--- src/rtl/shifter_pkg.sv ---
// Shared definitions for the multi-cycle shifter: shift modes and FSM states.
package shifter_pkg;

    // Shift operation selected by the MODE input.
    typedef enum logic [1:0] {
        SH_SLL = 2'b00,   // logical left, LSB <- 0
        SH_SRL = 2'b01,   // logical right, MSB <- 0
        SH_SRA = 2'b10,   // arithmetic right, MSB kept
        SH_ROL = 2'b11    // rotate left, LSB <- old MSB
    } shift_mode_e;

    // Sequencer states.
    typedef enum logic [1:0] {
        IDLE  = 2'b00,
        SHIFT = 2'b01,
        FIN   = 2'b10
    } shift_state_e;

endpackage

--- src/rtl/shift_step1.sv ---
// Combinational single-position shift/rotate step. The sequencer applies it
// once per clock, so the multi-position result is built one bit at a time.
module shift_step1
    import shifter_pkg::*;
#(
    parameter int WIDTH = 16
) (
    input  logic [WIDTH-1:0] word,
    input  shift_mode_e      mode,
    output logic [WIDTH-1:0] shifted,
    output logic             carry
);

    // One-position move of the word; carry is the bit pushed out of the end.
    always_comb begin
        shifted = word;
        carry   = 1'b0;
        case (mode)
            SH_SLL: begin
                shifted = {word[WIDTH-2:0], 1'b0};
                carry   = word[WIDTH-1];
            end
            SH_SRL: begin
                shifted = {1'b0, word[WIDTH-1:1]};
                carry   = word[0];
            end
            SH_SRA: begin
                shifted = {word[WIDTH-1], word[WIDTH-1:1]};
                carry   = word[0];
            end
            SH_ROL: begin
                shifted = {word[WIDTH-2:0], word[WIDTH-1]};
                carry   = word[WIDTH-1];
            end
            default: begin
                shifted = word;
                carry   = 1'b0;
            end
        endcase
    end

endmodule

--- src/rtl/seq_shifter.sv ---
// Multi-cycle shifter: moves the operand one position per clock for AMOUNT
// clocks, then pulses DONE with the registered result, carry-out and zero flag.
//
//   state | meaning
//   ------+--------------------------------------------------------------
//   IDLE  | waiting for START; result of the last operation is held
//   SHIFT | one step per edge; counter counts down to the terminal value
//   FIN   | DONE high for this single cycle; returns to IDLE on next edge
//
// The working register is driven straight onto OUTPUT, so intermediate values
// are visible while shifting. The FIN->IDLE edge never samples START, which
// gives the control unit one idle cycle before the next operation can start.
module seq_shifter
    import shifter_pkg::*;
#(
    parameter int WIDTH = 16,
    parameter int AMT_W = 4
) (
    input  logic             CLK,
    input  logic             RESET,
    input  logic             START,
    input  logic [1:0]       MODE,
    input  logic [AMT_W-1:0] AMOUNT,
    input  logic [WIDTH-1:0] INPUT,
    output logic [WIDTH-1:0] OUTPUT,
    output logic             CARRY,
    output logic             ZERO,
    output logic             BUSY,
    output logic             DONE
);

    shift_state_e     state;
    shift_state_e     state_nxt;
    logic [WIDTH-1:0] work_q;
    shift_mode_e      mode_q;
    logic [AMT_W-1:0] cnt_q;
    logic             carry_q;
    logic             zero_q;
    logic [WIDTH-1:0] step_word;
    logic             step_carry;
    logic             accept;
    logic             last_step;

    shift_step1 #(
        .WIDTH (WIDTH)
    ) u_step (
        .word    (work_q),
        .mode    (mode_q),
        .shifted (step_word),
        .carry   (step_carry)
    );

    assign accept    = (state == IDLE) && START;
    assign last_step = (cnt_q == AMT_W'(1));

    // State register.
    always_ff @(posedge CLK or posedge RESET) begin
        if (RESET) begin
            state <= IDLE;
        end else begin
            state <= state_nxt;
        end
    end

    // Next-state decode; a zero amount skips straight to FIN.
    always_comb begin
        state_nxt = state;
        case (state)
            IDLE: begin
                if (START) begin
                    state_nxt = (AMOUNT == '0) ? FIN : SHIFT;
                end
            end
            SHIFT: begin
                if (last_step) begin
                    state_nxt = FIN;
                end
            end
            FIN: begin
                state_nxt = IDLE;
            end
            default: begin
                state_nxt = IDLE;
            end
        endcase
    end

    // Operand capture on accept, one step plus counter decrement per SHIFT edge.
    always_ff @(posedge CLK or posedge RESET) begin
        if (RESET) begin
            work_q  <= '0;
            mode_q  <= SH_SLL;
            cnt_q   <= '0;
            carry_q <= 1'b0;
            zero_q  <= 1'b1;
        end else if (accept) begin
            work_q  <= INPUT;
            mode_q  <= shift_mode_e'(MODE);
            cnt_q   <= AMOUNT;
            carry_q <= 1'b0;
            zero_q  <= (INPUT == '0);
        end else if (state == SHIFT) begin
            work_q  <= step_word;
            carry_q <= step_carry;
            cnt_q   <= cnt_q - AMT_W'(1);
            zero_q  <= (step_word == '0);
        end
    end

    assign OUTPUT = work_q;
    assign CARRY  = carry_q;
    assign ZERO   = zero_q;
    assign BUSY   = (state != IDLE);
    assign DONE   = (state == FIN);

endmodule

--- config.mk ---
export PLATFORM = sky130hd
export DESIGN_NAME = seq_shifter
export DESIGN_NICKNAME = d
export VERILOG_FILES = /design/src/rtl/shifter_pkg.sv /design/src/rtl/shift_step1.sv /design/src/rtl/seq_shifter.sv
export SDC_FILE = /design/constraint.sdc
export NUM_CORES = 1
export LEC_CHECK = 0
export ABC_AREA = 0
export BUFFER_PORTS_ARGS = -buffer_cell sky130_fd_sc_hd__buf_2
export CORE_ASPECT_RATIO = 1.1
export CORE_MARGIN = 10
export CORE_UTILIZATION = 40
export CTS_BUF_LIST = sky130_fd_sc_hd__clkbuf_8 sky130_fd_sc_hd__clkbuf_16
export DETAILED_ROUTE_END_ITERATION = 8
export PLACE_DENSITY = 0.67
export SYNTH_ARGS = -nofsm -noshare
export SYNTH_HDL_FRONTEND = slang
export SYNTH_HIERARCHICAL = 1
export SYNTH_SLANG_ARGS = --single-unit
export TNS_END_PERCENT = 50
--- constraint.sdc ---
create_clock -name CLK -period 2.3 [get_ports CLK]
set_input_delay 0.23 -clock CLK [delete_from_list [all_inputs] [get_ports CLK]]
set_output_delay 0.23 -clock CLK [all_outputs]
set_load 0.02 [all_outputs]
== Yosys cells after proc, flatten, opt, wreduce, memory -nomap -nowiden ==
Index checks and enable logic that the tools add are counted.

* Flip-flop bits (word level): 26
* Bits in latches: 0
* Memory bits (writable): 0
* ROM bits: 0
* Word-level logic and storage cells: 40
* Memories kept: 0

* $add $sub $neg: 1
* Multiply operators: 0
* Div/mod/pow operators: 0
* Magnitude comparators: 0
* Equal/unequal tests: 8
* Shift operators: 0
* Muxes and demuxes: 14
* Bitwise operators: 0
* Reductions and logical operators: 11

{| class="wikitable"
|+ Operators with widths
! operator !! number
|-
| 16-bit one-hot mux with 4 select lines || 1
|-
| 16-bit logical NOT || 2
|-
| 16-bit two-way mux || 2
|-
| 4-bit two-way mux || 2
|-
| 2-bit == test (second input constant) || 3
|-
| 2-bit two-way mux || 3
|-
| 2-bit by 1-bit == test with 1-bit output (second input constant) || 2
|-
| 4-bit by 1-bit == test with 1-bit output (second input constant) || 1
|-
| 2-bit logical NOT || 2
|-
| 4-bit logical NOT || 1
|-
| 1-bit two-way mux || 4
|-
| 2-bit != test (second input constant) || 2
|-
| 2-bit one-hot mux with 2 select lines || 1
|-
| 2-bit nonzero test || 2
|-
| 2-bit OR reduction || 2
|-
| 4-bit by 1-bit subtractor with 4-bit output (second input constant) || 1
|-
| 1-bit one-hot mux with 2 select lines || 1
|-
| 2-bit AND reduction || 1
|-
| 1-bit logical AND || 1
|}

== Longest topological paths before layout ==
* Word-level depth: 5
* Gate-level depth with buffers: 10

== Hierarchy ==
Netlist, hierarchy kept.

{| class="wikitable"
|+ Modules (own cells, without submodules)
! module !! times used !! cells each !! area an instance (um^2)
|-
| seq_shifter || 1 || 130 || 1242.4
|-
| shift_step1 || 1 || 31 || 270.3
|}

== Least setup slack after synthesis ==
OpenSTA, ideal clock, no wires.

* Path kind: register to register
* Start: reg mode_q[0]
* End: reg zero_q (netlist: ZERO)
* Setup time: 0.064 ns
* Arrival: 2.212 ns
* Slack: 0.024 ns
* Stages on the path, launching flop included: 11
* Clock period less this slack: 2.276 ns
* Cell sequence: dfrtp_1 > inv_1 > ha_1 > or2_1 > buf_6 > buf_6 > a22o_1 > or4_4 > nor4_2 > nand3_1 > nand3_1

* Word-level cells in the longest chain between the ends: 5
* Elaborated cells on any way between the ends: 8

{| class="wikitable"
|+ RTL lines
! element !! line !! text
|-
| from (decl) || seq_shifter.sv:35 || <nowiki>shift_mode_e mode_q;</nowiki>
|-
| from (signal assigned) || seq_shifter.sv:98 || <nowiki>mode_q <= shift_mode_e'(MODE);</nowiki>
|-
| 2-bit == test (tied with other cells) || shift_step1.sv:18 || <nowiki>case (mode)</nowiki>
|-
| 16-bit one-hot mux with 4 select lines (*) || shift_step1.sv:18 ||
|-
| named net step_word[14] || seq_shifter.sv:39 || <nowiki>logic [WIDTH-1:0] step_word;</nowiki>
|-
| 16-bit logical NOT (*) || seq_shifter.sv:106 || <nowiki>zero_q <= (step_word == '0);</nowiki>
|-
| 1-bit two-way mux (*) || seq_shifter.sv:102 || <nowiki>end else if (state == SHIFT) begin</nowiki>
|-
| 1-bit two-way mux (*) || seq_shifter.sv:96 || <nowiki>end else if (accept) begin</nowiki>
|-
| to (signal assigned) || seq_shifter.sv:101 || <nowiki>zero_q <= (INPUT == '0);</nowiki>
|-
| to (signal assigned) || seq_shifter.sv:106 ||
|-
| to (decl) || seq_shifter.sv:38 || <nowiki>logic zero_q;</nowiki>
|}

Mark *: on every way through the listed nets, which the timed path passes. The rest lies on a longest branch. The select of a mux whose other input is x is not followed.
A chain may end at the register's enable or synchronous reset.

== Worst setup path after layout ==
* Start: reg mode_q[1]
* End: reg zero_q (netlist: ZERO)

The elaborated chain is that of the path after synthesis.

==> qor.txt <==
Status -> finished with violations
Failing checks -> hold timing
Synthesized Nets -> 192
Tightest Pin Transition -> 0.336 ns
Layout fillers -> 369
Number of synthesized flops with an enable pin -> 0
CTS hold repair buffers -> 0
Non-filler cells, final -> 259
M1 wire length -> 1990 um
Vias -> 1409
Cells after Synth -> 161
Iter 0 DRT Violations -> 115
Buffers on Ports -> 44
Highest Signal Layer -> met4
Die Ht -> 84.5 um
Unrepaired setup endpoints after global routing -> true
Crit share post-route -> 0.974
Simple-Gate Fraction of Synth Area -> 0.211
Tot GR Track Use -> 0.115
DIE WIDTH -> 78.6 um
Detailed placement HPWL -> 3000 um
Routability cong. -> 0.783
Final Hold Viols -> 11
Seq cells post-synth -> 26
Max-Cap Viols -> 0
Die area -> 6640 um2
Via/cell ratio -> 5.44
Post-synthesis async set-or-reset flop share -> 1.00
WL/cell -> 15.9 um
Clock latency on the worst-skew pair -> 0.27 ns
WS Path Type -> reg -> reg
DRC -> 0
Final Setup Violations -> 0
Post-synthesis mux area share -> 0.0223
Met3 wire length -> 192 um
Vias in the first global route -> 1411
Core Box Area -> 3650 um2
Synth Flop Type -> dfrtp_1
Critical path endpoint category -> register
Post-synthesis cell area -> 1510 um2
Max Slew Vio Count -> 0
ANT nets after route -> 0
WP data required -> 2.51 ns
Largest family of logic cells by synthesized area -> compound AO/OA/AOI/OAI gates
Synth cell types -> 34
Clock transition at the registers of the reported paths -> 0.09 ns
Synth Area in Adders -> 0.0496
Pre-antenna DRT Iters -> 4
Mean Syn Cell Area -> 9.40 um2
Complex-gate fraction of the synthesized area -> 0.222
Hold Path Class -> in -> async
Pre-CTS setup slack -> -0.0328 ns
Crit path launch type -> register
Layout area overhead -> 27.8%
Initial Util -> 0.414
Max clock buf depth -> 2
Worst slew margin -> 0.774
Ant. Diodes -> 0
Pleak -> 0.973 nW
Final WS setup -> 0.0609 ns
Number of cell rows -> 23
Sequential share of the synthesized area -> 0.431
Clock root buffer -> clkbuf_8
Worst VDD drop -> 0.640 mV
Minimum clock period -> 2.24 ns
Initial antenna violation count -> 0
Share of layout cells above drive strength 1 -> 0.373
First-pass GRT wire length -> 6520 um
Leading area contributor after synthesis -> dfrtp_1
# nets final -> 241
Number of I/O pins -> 45
P per Cell Area -> 1610 nW/um2
Met2 wire length -> 1910 um
CTS buffer count -> 3
Clock sinks -> 26
Post-Synth XOR/XNOR Area -> 0.00579
Worst-path fanout max -> 6
Area contributors post-synth -> dfrtp_1 41%, nand2_1 9.4%, a22oi_1 7.9%
TritonCTS clock tree -> built
Placed cells -> 254
Clock Skew -> 0.00457 ns
Crit path DAT -> 2.45 ns
Hold_ws -> -0.00143 ns
Overflow after GRT -> 0
Largest net degree at the start of global routing -> 27
H-tree Lvls -> 1
Fmax -> 447 MHz
Post-CTS Setup Inserts -> 0
Share of the synthesized area in the top cell type -> 0.414
Post-Route WL -> 4130 um
Ys Warns -> 6
-- metal layers --
layer / global-route usage / vias to the layer above
li1: - / 689
met1: 0.142 / 669
met2: 0.192 / 47
met3: 0.0256 / 4
met4: 0.0375 / 0
met5: 0 / -
-- worst max-delay path: stages, from the launching register on --
cell and delay [ns]:
dfrtp_2 0.42, inv_2 0.07, ha_1 0.24, o21ba_4 0.24, a22o_1 0.25, or4_4 0.53
nor4_4 0.26, nand3_1 0.10, nand3_1 0.08
-- placed cells by master, fill, tap and decap left out, drive strengths merged, types with 2 or more instances in the layout --
cell type	count
ha	6
buf	53
nor4	7
clkbuf	4
or4	3
nor2	3
nor3b	2
mux2	3
o21ai	5
a22o	15
nand3	3
inv	7
or2	2
dfrtp	25
nand2	38
a22oi	16
nor2b	2
o21ba	2
nand2b	2
a221o	2
a21oi	3
-- final cells by class --
type	count	area [um2]	area share
flip-flops and latches	26	653	0.338
repair buffers	53	292	0.151
multi-input cells	119	845	0.437
inverters	7	26.3	0.0136
well taps	50	62.6	0.0324
clock buffers	4	55.1	0.0285
-- sequential cells by signal (all words and copies together), names as in the netlist --
register / count
OUTPUT: 16
cnt_q: 4
mode_q: 2
state: 2
ZERO: 1
CARRY: 1
-- report_power, final --
part / switching, mW / internal, mW
sequential: 0.220 / 0.670
clock: 0.139 / 0.153
combinational: 1.06 / 0.865
-- stage by stage --
| step | power (mW) | area, um2 | setup TNS, ns | utilization |
|---|---|---|---|---|
| 2_1_floorplan | 2.15 | 1510 | 0 | - |
| 3_3_place_gp | 2.58 | 1810 | 0 | 0.494 |
| 4_1_cts | 2.94 | 1870 | 0 | 0.512 |
| 6_report | 3.10 | 1930 | 0 | 0.529 |
| 5_1_grt | 3.34 | 1930 | -0.0289 | 0.529 |
| 3_5_place_dp | 2.60 | 1810 | -0.0328 | 0.494 |
-- final timing paths --
kind | start | to | slack (ns) | cells past startpoint
worst max-delay path | mode_q[1] | ZERO | 0.06 | 8
worst min-delay path | RESET | OUTPUT[13] | -0.001 | 3
worst max register to register | mode_q[1] | ZERO | 0.06 | 8
worst min register to register | ZERO | ZERO | 0.51 | 2
max in group asynchronous | RESET | ZERO | 2.02 | 3
min in group CLK | INPUT[4] | OUTPUT[4] | 0.19 | 3
-- timing repair --
item,in CTS,in global routing
setup endpoints to repair,1,1
endpoints found under the hold margin,0,0
cloned,0,1
pin swaps,0,6
gates resized for setup,2,11
-- cells by family after synthesis --
logic type      after synthesis
simple gates                 65
fa+ha+maj                     6
xor+xnor                      1
flops                        26
buf+inv                      17
mux                           3
compound gates               43
-- cell usage after synthesis (all sizes together), types with 2 or more instances --
library cell  instances
a221o                 2
a22oi                16
nand2                38
or2                   2
nand2b                2
nor2                  3
or4                   3
inv                   7
nor4                  7
nor2b                 2
mux2                  3
nor3b                 2
a21oi                 3
clkbuf                3
dfrtp                25
ha                    6
o21ai                 5
nand3                 3
buf                   7
a22o                 15
Note: power is estimated with default switching activity, not from simulation.
